===== src/rtl/mem_arb_pkg.sv =====
// rtl/mem_arb_pkg.sv - shared types and defaults for the CPU memory arbiter
package mem_arb_pkg;

    localparam int MEM_LAT_DEF    = 2;
    localparam int STARVE_MAX_DEF = 4;

    typedef enum logic {
        OWN_IF = 1'b0,
        OWN_D  = 1'b1
    } owner_t;

    typedef struct packed {
        logic   valid;
        owner_t owner;
        logic   killed;
    } tag_t;

    // A taken jump makes every fetch still travelling through the memory wrong-path.
    function automatic tag_t killFetch(input tag_t t, input logic flush);
        tag_t r;
        r = t;
        if (flush && t.owner == OWN_IF)
            r.killed = 1'b1;
        return r;
    endfunction

endpackage


===== src/rtl/mem_arb_tag_pipe.sv =====
// rtl/mem_arb_tag_pipe.sv - MEM_LAT-deep response tag pipe with flush kill
module mem_arb_tag_pipe
    import mem_arb_pkg::*;
#(
    parameter int MEM_LAT = MEM_LAT_DEF
) (
    input  logic clk,
    input  logic rst_n,
    input  tag_t push,
    input  logic flush,
    output tag_t head
);

    tag_t pipe [MEM_LAT];

    always_ff @(posedge clk or negedge rst_n) begin
        if (!rst_n) begin
            for (int i = 0; i < MEM_LAT; i++)
                pipe[i] <= '0;
        end else begin
            pipe[0] <= push;
            for (int i = 1; i < MEM_LAT; i++)
                pipe[i] <= killFetch(pipe[i-1], flush);
        end
    end

    // The entry leaving this cycle is also wrong-path if the jump resolves now.
    assign head = killFetch(pipe[MEM_LAT-1], flush);

endmodule


===== src/rtl/mem_arbiter.sv =====
// rtl/mem_arbiter.sv - fetch/data arbiter onto one pipelined memory; MEM_ARBITER_STATS_EN adds grant counters
module mem_arbiter
    import mem_arb_pkg::*;
#(
    parameter int ADDR_W     = 16,
    parameter int DATA_W     = 16,
    parameter int MEM_LAT    = MEM_LAT_DEF,
    parameter int STARVE_MAX = STARVE_MAX_DEF
) (
    input  logic              clk,
    input  logic              rst_n,
    input  logic              if_req,
    input  logic [ADDR_W-1:0] if_addr,
    output logic              if_gnt,
    output logic              if_rvalid,
    output logic [DATA_W-1:0] if_rdata,
    input  logic              d_req,
    input  logic              d_we,
    input  logic [ADDR_W-1:0] d_addr,
    input  logic [DATA_W-1:0] d_wdata,
    output logic              d_gnt,
    output logic              d_rvalid,
    output logic [DATA_W-1:0] d_rdata,
    input  logic              flush,
    input  logic              halt,
    output logic              m_en,
    output logic              m_we,
    output logic [ADDR_W-1:0] m_addr,
    output logic [DATA_W-1:0] m_wdata,
    input  logic [DATA_W-1:0] m_rdata,
    output logic [15:0]       stat_if,
    output logic [15:0]       stat_d,
    output logic [15:0]       stat_starve
);

    localparam int                CNT_W      = $clog2(STARVE_MAX + 1);
    localparam logic [CNT_W-1:0]  STARVE_TOP = CNT_W'(STARVE_MAX);

    logic [CNT_W-1:0] starveCnt;
    logic             halted;
    logic             grantOk;
    logic             starveHit;
    logic             starveOverride;
    logic             ifGnt;
    logic             dGnt;
    tag_t             pushTag;
    tag_t             headTag;

    // The halt cycle itself already issues nothing; the latch keeps it that way.
    always_comb begin
        grantOk        = !(halted || halt);
        starveHit      = (starveCnt == STARVE_TOP);
        ifGnt          = grantOk && if_req && (!d_req || starveHit);
        dGnt           = grantOk && d_req && !(if_req && starveHit);
        starveOverride = grantOk && if_req && d_req && starveHit;
    end

    always_comb begin
        m_en    = ifGnt || dGnt;
        m_we    = dGnt && d_we;
        m_addr  = '0;
        m_wdata = '0;
        if (ifGnt) begin
            m_addr = if_addr;
        end else if (dGnt) begin
            m_addr  = d_addr;
            m_wdata = d_wdata;
        end
    end

    always_ff @(posedge clk or negedge rst_n) begin
        if (!rst_n)
            halted <= 1'b0;
        else if (halt)
            halted <= 1'b1;
    end

    always_ff @(posedge clk or negedge rst_n) begin
        if (!rst_n)
            starveCnt <= '0;
        else if (!if_req || ifGnt)
            starveCnt <= '0;
        else if (!starveHit)
            starveCnt <= starveCnt + 1'b1;
    end

    // Stores complete at issue, so only reads occupy a tag slot.
    always_comb begin
        pushTag        = '0;
        pushTag.valid  = ifGnt || (dGnt && !d_we);
        pushTag.owner  = ifGnt ? OWN_IF : OWN_D;
        pushTag.killed = 1'b0;
    end

    mem_arb_tag_pipe #(
        .MEM_LAT (MEM_LAT)
    ) u_tag_pipe (
        .clk   (clk),
        .rst_n (rst_n),
        .push  (pushTag),
        .flush (flush),
        .head  (headTag)
    );

    always_comb begin
        if_gnt    = ifGnt;
        d_gnt     = dGnt;
        if_rvalid = headTag.valid && !headTag.killed && headTag.owner == OWN_IF;
        d_rvalid  = headTag.valid && headTag.owner == OWN_D;
        if_rdata  = if_rvalid ? m_rdata : '0;
        d_rdata   = d_rvalid ? m_rdata : '0;
    end

`ifdef MEM_ARBITER_STATS_EN
    logic [15:0] statIf;
    logic [15:0] statD;
    logic [15:0] statStarve;

    always_ff @(posedge clk or negedge rst_n) begin
        if (!rst_n) begin
            statIf     <= '0;
            statD      <= '0;
            statStarve <= '0;
        end else begin
            if (ifGnt && statIf != 16'hFFFF)
                statIf <= statIf + 16'd1;
            if (dGnt && statD != 16'hFFFF)
                statD <= statD + 16'd1;
            if (starveOverride && statStarve != 16'hFFFF)
                statStarve <= statStarve + 16'd1;
        end
    end

    assign stat_if     = statIf;
    assign stat_d      = statD;
    assign stat_starve = statStarve;
`else
    assign stat_if     = '0;
    assign stat_d      = '0;
    assign stat_starve = '0;
`endif

endmodule


===== config.mk =====
export PLATFORM = sky130hd
export DESIGN_NAME = mem_arbiter
export DESIGN_NICKNAME = d
export VERILOG_FILES = /design/src/rtl/mem_arb_pkg.sv /design/src/rtl/mem_arb_tag_pipe.sv /design/src/rtl/mem_arbiter.sv
export SDC_FILE = /design/constraint.sdc
export NUM_CORES = 1
export LEC_CHECK = 0
export BUFFER_PORTS_ARGS = -buffer_cell sky130_fd_sc_hd__buf_4
export CAP_MARGIN = 10
export CORE_AREA = 2 2 74 76
export CTS_BUF_LIST = sky130_fd_sc_hd__clkbuf_4
export CTS_CLUSTER_DIAMETER = 30
export DETAILED_ROUTE_END_ITERATION = 10
export DIE_AREA = 0 0 76 78
export PLACE_DENSITY = 0.7
export SLEW_MARGIN = 15
export SYNTH_ARGS = -nofsm -noshare
export SYNTH_HDL_FRONTEND = slang
export SYNTH_SLANG_ARGS = --single-unit

===== constraint.sdc =====
create_clock -name clk -period 2.2 [get_ports clk]
set_clock_uncertainty 0.1 [all_clocks]
set_input_delay 0 -clock clk [delete_from_list [all_inputs] [get_ports clk]]
set_output_delay 0 -clock clk [all_outputs]
set_load 0.01 [all_outputs]

==> results of run 1 <==
[cells in the mapped netlist, drive strengths merged]
| master | instances | area share |
|---|---|---|
| buf | 54 | 0.31 |
| and2 | 34 | 0.17 |
| and3 | 17 | 0.087 |
| a22o | 16 | 0.11 |
| dfrtp | 9 | 0.18 |
| inv | 5 | 0.015 |
| nor2 | 4 | 0.012 |
| a21boi | 2 | 0.012 |
| clkbuf | 2 | 0.0059 |
| ha | 2 | 0.020 |
| nand2 | 2 | 0.0059 |
| nand3 | 2 | 0.0078 |
| o211ai | 2 | 0.012 |
| o21ai | 2 | 0.0078 |
| or3 | 2 | 0.0098 |
| a21bo | 1 | 0.0078 |
| conb | 1 | 0.0029 |
| nor2b | 1 | 0.0049 |
| nor3 | 1 | 0.0078 |
| nor4b | 1 | 0.019 |
[sequential cells by signal (all words and copies together) (netlist names)]
name / flops
halted: 1
starveCnt: 3
u_tag_pipe.head: 2
u_tag_pipe.pipe: 3
[logic make-up (layout without fill, tap and decap cells)]
kind of cell | count (synthesis) | count (layout)
other cells | 1 | 48
buf+inv | 61 | 157
compound gates | 23 | 23
fa+ha+maj | 2 | 2
flops | 9 | 9
simple gates | 64 | 64
[layout make-up]
cell class,instances,share of cell area
clock buffers,4,0.0131
well taps,70,0.0381
inverters,5,0.00817
multi-input cells,137,0.350
flip-flops and latches,9,0.0980
repair buffers,148,0.492
[worst min-delay path by stage]
stage | depth (start not counted) | slack, ns | startpoint | end
after floorplan | 0 | -0.40 | rst_n | halted
after global placement | 1 | -0.27 | rst_n | halted
after detailed placement | 1 | -0.27 | rst_n | halted
after CTS | 3 | 0.04 | d_req | starveCnt[1]
after global routing | 3 | 0.07 | d_req | starveCnt[0]
final | 3 | 0.06 | d_req | starveCnt[1]
[metal layers]
layer	track usage	up-vias
met1	0.159	651
li1	-	725
met3	0.0477	4
met4	0.0273	0
met5	0	-
met2	0.270	113
[where the power goes]
part	switching, mW	internal, mW
Clock	0.0604	0.0823
Combinational	0.0793	0.0980
Sequential	0.00441	0.172
[per-stage QoR]
stage | hold slack, ns | instances | cell area (um2) | total power [mW] | setup slack [ns]
floorplan | -0.396 | 207 | 1460 | 0.299 | 0.659
global placement | -0.270 | 361 | 2190 | 0.342 | 0.492
detailed placement | -0.268 | 361 | 2190 | 0.345 | 0.447
CTS | 0.0419 | 373 | 2300 | 0.499 | 0.152
global route | 0.0699 | 373 | 2300 | 0.523 | 0.0437
finish | 0.0582 | 373 | 2300 | 0.496 | 0.190
[worst reg2reg max path, stage by stage, from the launching register on]
cell and delay, ns:
sky130_fd_sc_hd__dfrtp_1 0.35, sky130_fd_sc_hd__inv_1 0.07, sky130_fd_sc_hd__ha_1 0.24, sky130_fd_sc_hd__a21bo_1 0.20, sky130_fd_sc_hd__and3_4 0.25, sky130_fd_sc_hd__inv_2 0.07, sky130_fd_sc_hd__o21ai_1 0.06, sky130_fd_sc_hd__dlygate4sd3_1 0.55
==> run summary, run 1 <==
Post-CTS setup buffer count: 0
Endpoint of the lowest-slack register-to-register path: u_tag_pipe.pipe[5]
Routed WL: 4730 um
Startpoint of the most critical register-to-register path: starveCnt[0]
Mapped Avg Cell Area: 8.02 um2
Number of max-slew violations in the final report: 0
WL per Instance: 12.7 um
Fill cell instance count of the final layout: 530
Initial drt markers: 24
Power per standard cell area: 216 mW/mm2
Maximum number of pins on one net before global-route repair: 35
Via count of the first global-routing pass: 1411
Share of the yosys chip area belonging to registers: 0.176
Summed negative setup slack over all endpoints: 0 ns
Wire length the detailed router placed on met1: 1760 um
Ant. Diodes: 0
Synth Area in XOR/XNOR: 0
Clock Tree Buf Depth: 2
Kind of end point of the critical path: flip-flop
WP data required: 2.24 ns
Library cell contributing the largest single delay on the critical path: sky130_fd_sc_hd__dlygate4sd3_1
WL met2: 2400 um
I/O pin count: 189
Remaining max-slew budget at the tightest pin: 0.570
Post-synthesis instance area: 0.00128 mm2
Min-Delay Path Class: primary input to flip-flop
Post-Synthesis Cells: 160
Count of final hold-check violations: 0
Measured slew at the worst slew-check pin: 0.642 ns
Post-synthesis mux area share: 0
Core area: 0.00504 mm2
Flops & latches, synth: 9
YS warnings: 0
Max-cap check violation count: 0
Most used cells in the layout excluding fill and tap cells: sky130_fd_sc_hd__buf_4 (140), sky130_fd_sc_hd__conb_1 (48), sky130_fd_sc_hd__and2_1 (34), sky130_fd_sc_hd__and3_1 (16), sky130_fd_sc_hd__a22o_1 (16)
# H-tree levels: 1
Largest delay share family, worst path: buffers and inverters
Horizontal extent of the die: 76 um
Reg2reg path depth: 7
Vias after detailed routing: 1493
Number of buffer and inverter stages on the critical path: 3
Ratio of cells with drive above 1 in the final layout: 0.492
Overflow after GRT: 0
Via density: 4.00
Initial Util: 0.254
Largest stage delay, worst path: 0.55 ns
Ordered list of cells on the worst path: inv_1 -> ha_1 -> a21bo_1 -> and3_4 -> inv_2 -> o21ai_1 -> dlygate4sd3_1
Setup repair after global routing missed its margin: false
Placement Rows: 26
Crit Path Class: flip-flop to flip-flop
Largest family of logic cells by synthesized area: buffers and inverters
Area of the die: 0.00593 mm2
Placer's final routability congestion estimate: 0.767
Drt drc: 0
Count of buffers from port buffering: 140
Area of the multi-input gates: 805 um2
Clock root cell: sky130_fd_sc_hd__clkbuf_4
Met3 wire length: 534 um
Half-perimeter wire length after detailed placement: 4050 um
Hold buffer count at cts: 8
Clk pin slew, worst setup/hold paths: 0.07 ns
Critical path arrival: 2.05 ns
Synth Area in Simple Gates: 0.319
Maximum vdd ir drop: 0.165 mV
Global routing usage summed across all routing layers: 0.144
Launching element of the worst setup path: starveCnt[0]
Most common cell after layout, fill and taps aside: sky130_fd_sc_hd__buf_4
First-pass GRT wire length: 6910 um
Endpoint of the worst setup timing path: u_tag_pipe.pipe[5]
Number of antenna violations at the first check in global routing: 0
CP Launch Type: flip-flop
Area growth from synthesis to layout: 79.1%
Area taken by flip-flops and latches: 225 um2
Minimum clock period: 2.01 ns
TritonCTS Buffers: 3
Chip height: 78 um
Fin nets: 377
Clock insertion delay at the later pin of the skew report: 0.26 ns
CTS tree: done
Compound-gate portion of the synthesized area: 0.148
Reg-to-reg setup timing slack: 0.19 ns
Peak clock frequency supported by timing: 497 MHz
Highest layer used for signal routing: met4
Share of the cycle needed by the critical path after routing: 0.914
Largest fanout on the critical path: 19
Number of distinct library cells after synthesis: 25
Leakage: 1.36 nW
Pre-Repair DR Iteration Count: 4
Post-synthesis adder-cell area fraction: 0.0195
Number of routed nets with antenna violations: 0
Final-report setup violation count: 0
Cells resized by post-CTS repair: 0
Final core area utilization: 0.456
Stages on the worst setup path: 7
Total clock sinks: 9
Result of the run: finished, final reports clean
(Power assumes the default switching activity.)
==> run 2: changes to the inputs <==
Settings changed: SETUP_SLACK_MARGIN from default to 0.5, SLEW_MARGIN 15 to 20.
Clock period 2.2 ns to 1.9 ns, I/O delays scaled along.
==> run summary, run 2 (synthesis results as in run 1) <==
Area growth from synthesis to layout: 114%
Routed WL: 5470 um
TritonCTS Buffers: 3
Overflow after GRT: 0
Via count of the first global-routing pass: 1529
Global-route met3 utilization: 0.0651
Final core area utilization: 0.543
Number of cells on the worst hold path: 4
Clock insertion delay at the later pin of the skew report: 0.26 ns
Result of the run: finished, final reports clean
Number of max-slew violations in the final report: 0
Number of routed nets with antenna violations: 0
Clk pin slew, worst setup/hold paths: 0.05 ns
Total clock sinks: 9
Summed negative setup slack over all endpoints: 0 ns
# H-tree levels: 1
Busiest layer in global routing: met2
Share of the cycle needed by the critical path after routing: 0.892
Leakage: 1.53 nW
Reg2reg path depth: 8
Fin nets: 396
Endpoint of the lowest-slack register-to-register path: u_tag_pipe.pipe[5]
Drt drc: 0
Area of the die: 0.00593 mm2
Startpoint of the most critical register-to-register path: starveCnt[1]
Most common cell after layout, fill and taps aside: sky130_fd_sc_hd__buf_4
Max-cap check violation count: 0
Initial Util: 0.254
Area of the multi-input gates: 953 um2
Half-perimeter wire length after detailed placement: 3930 um
CP Launch Type: flip-flop
Final-report setup violation count: 0
Largest fanout on the critical path: 5
Fill cell instance count of the final layout: 436
First-pass GRT wire length: 7600 um
Setup repair after global routing missed its margin: true
Ant. Diodes: 0
Pre-CTS worst setup slack: 0.274 ns
Initial drt markers: 25
Core area: 0.00504 mm2
Most used cells in the layout excluding fill and tap cells: sky130_fd_sc_hd__buf_4 (116), sky130_fd_sc_hd__conb_1 (48), sky130_fd_sc_hd__buf_6 (41), sky130_fd_sc_hd__and2_4 (27)
Chip height: 78 um
Met2 demand-to-capacity share in global routing: 0.322
Placement Rows: 26
WL per Instance: 13.9 um
Worst hold endpoint: halted
Kind of end point of the critical path: output port
Beginning of the worst hold path: halt
Pre-Repair DR Iteration Count: 4
Min-Delay Path Class: primary input to flip-flop
Via density: 4.15
Final worst-path setup slack: 0.204 ns
Crit Path Class: flip-flop to output port
WP data required: 1.80 ns
Number of antenna violations at the first check in global routing: 0
Maximum vdd ir drop: 0.403 mV
Peak clock frequency supported by timing: 590 MHz
Maximum number of pins on one net before global-route repair: 18
Met1 global-route usage: 0.150
Power per standard cell area: 224 mW/mm2
Clock root cell: sky130_fd_sc_hd__clkbuf_4
Ratio of cells with drive above 1 in the final layout: 0.643
Global routing usage summed across all routing layers: 0.158
Critical path arrival: 1.60 ns
CTS tree: done
Count of buffers from port buffering: 140
Horizontal extent of the die: 76 um
Reg-to-reg setup timing slack: 0.37 ns
Placer's final routability congestion estimate: 0.942
I/O pin count: 189
Minimum clock period: 1.70 ns
Area taken by flip-flops and latches: 225 um2
Count of final hold-check violations: 0
Vias after detailed routing: 1627
Clock Tree Buf Depth: 2
-- run 2: changes by cell type in the layout (fill, tap and decap cells not counted), moves of 2 or more --
cell and delta:
sky130_fd_sc_hd__buf_6 +41, sky130_fd_sc_hd__inv_1 -3, sky130_fd_sc_hd__dlygate4sd3_1 -3, sky130_fd_sc_hd__a21boi_0 -2
sky130_fd_sc_hd__and2_4 +27, sky130_fd_sc_hd__and2_1 -27, sky130_fd_sc_hd__inv_8 +2, sky130_fd_sc_hd__a21boi_1 +2
sky130_fd_sc_hd__buf_4 -24, sky130_fd_sc_hd__nand3_1 -2, sky130_fd_sc_hd__and3_4 +3
-- run 2: routing by layer --
layer	part of all wire	up-vias
met5	0	-
met4	0.0073	0
met3	0.12	6
met2	0.57	105
met1	0.30	747
li1	-	769
-- run 2: worst max-delay path by stage --
stage | depth (start not counted) | end | slack [ns] | from
detailed placement | 7 | m_addr[12] | 0.27 | starveCnt[0]
CTS | 6 | m_addr[12] | 0.21 | starveCnt[0]
floorplan | 7 | m_addr[10] | 0.48 | starveCnt[0]
global placement | 7 | m_addr[9] | 0.35 | starveCnt[0]
global route | 6 | m_addr[7] | 0.15 | starveCnt[0]
finish | 6 | m_addr[0] | 0.20 | starveCnt[1]
-- run 2: where the power goes --
part,leakage [nW],switching [mW],internal [mW]
clock,0.0184,0.0665,0.0952
combinational,1.40,0.110,0.137
sequential,0.108,0.00656,0.199
-- run 2: through the flow --
stage,std cells,area (um2),hold slack [ns],total power [mW]
6_report,392,2740,0.0197,0.615
5_1_grt,392,2740,0.0107,0.658
4_1_cts,384,2520,-0.0550,0.598
3_5_place_dp,364,2220,-0.270,0.408
3_3_place_gp,364,2220,-0.275,0.403
2_1_floorplan,207,1470,-0.396,0.355
-- run 2: area by class of cell --
class	instances	share of cell area
Multi-Input combinational cell	140	0.348
Timing Repair Buffer	163	0.512
Sequential cell	9	0.0822
Tap cell	70	0.0320
Inverter	5	0.0105
Clock buffer	4	0.0110
Timing Repair inverter	1	0.00411
-- run 2: critical path, stage by stage (launching register included) --
cell,delay [ns]
sky130_fd_sc_hd__dfrtp_1,0.36
sky130_fd_sc_hd__inv_2,0.06
sky130_fd_sc_hd__ha_4,0.17
sky130_fd_sc_hd__a21bo_4,0.23
sky130_fd_sc_hd__and3_4,0.19
sky130_fd_sc_hd__a22o_1,0.17
sky130_fd_sc_hd__buf_4,0.14
-- run 2: what timing repair did --
action                                  4_1_cts  5_1_grt
hold buffers                                  4        1
endpoints found under the setup margin       54       58
hold endpoints to repair                     14        3
resized for setup                            45       43
pin swaps                                    18       16
setup buffers                                 8        6
gates cloned                                  4        1
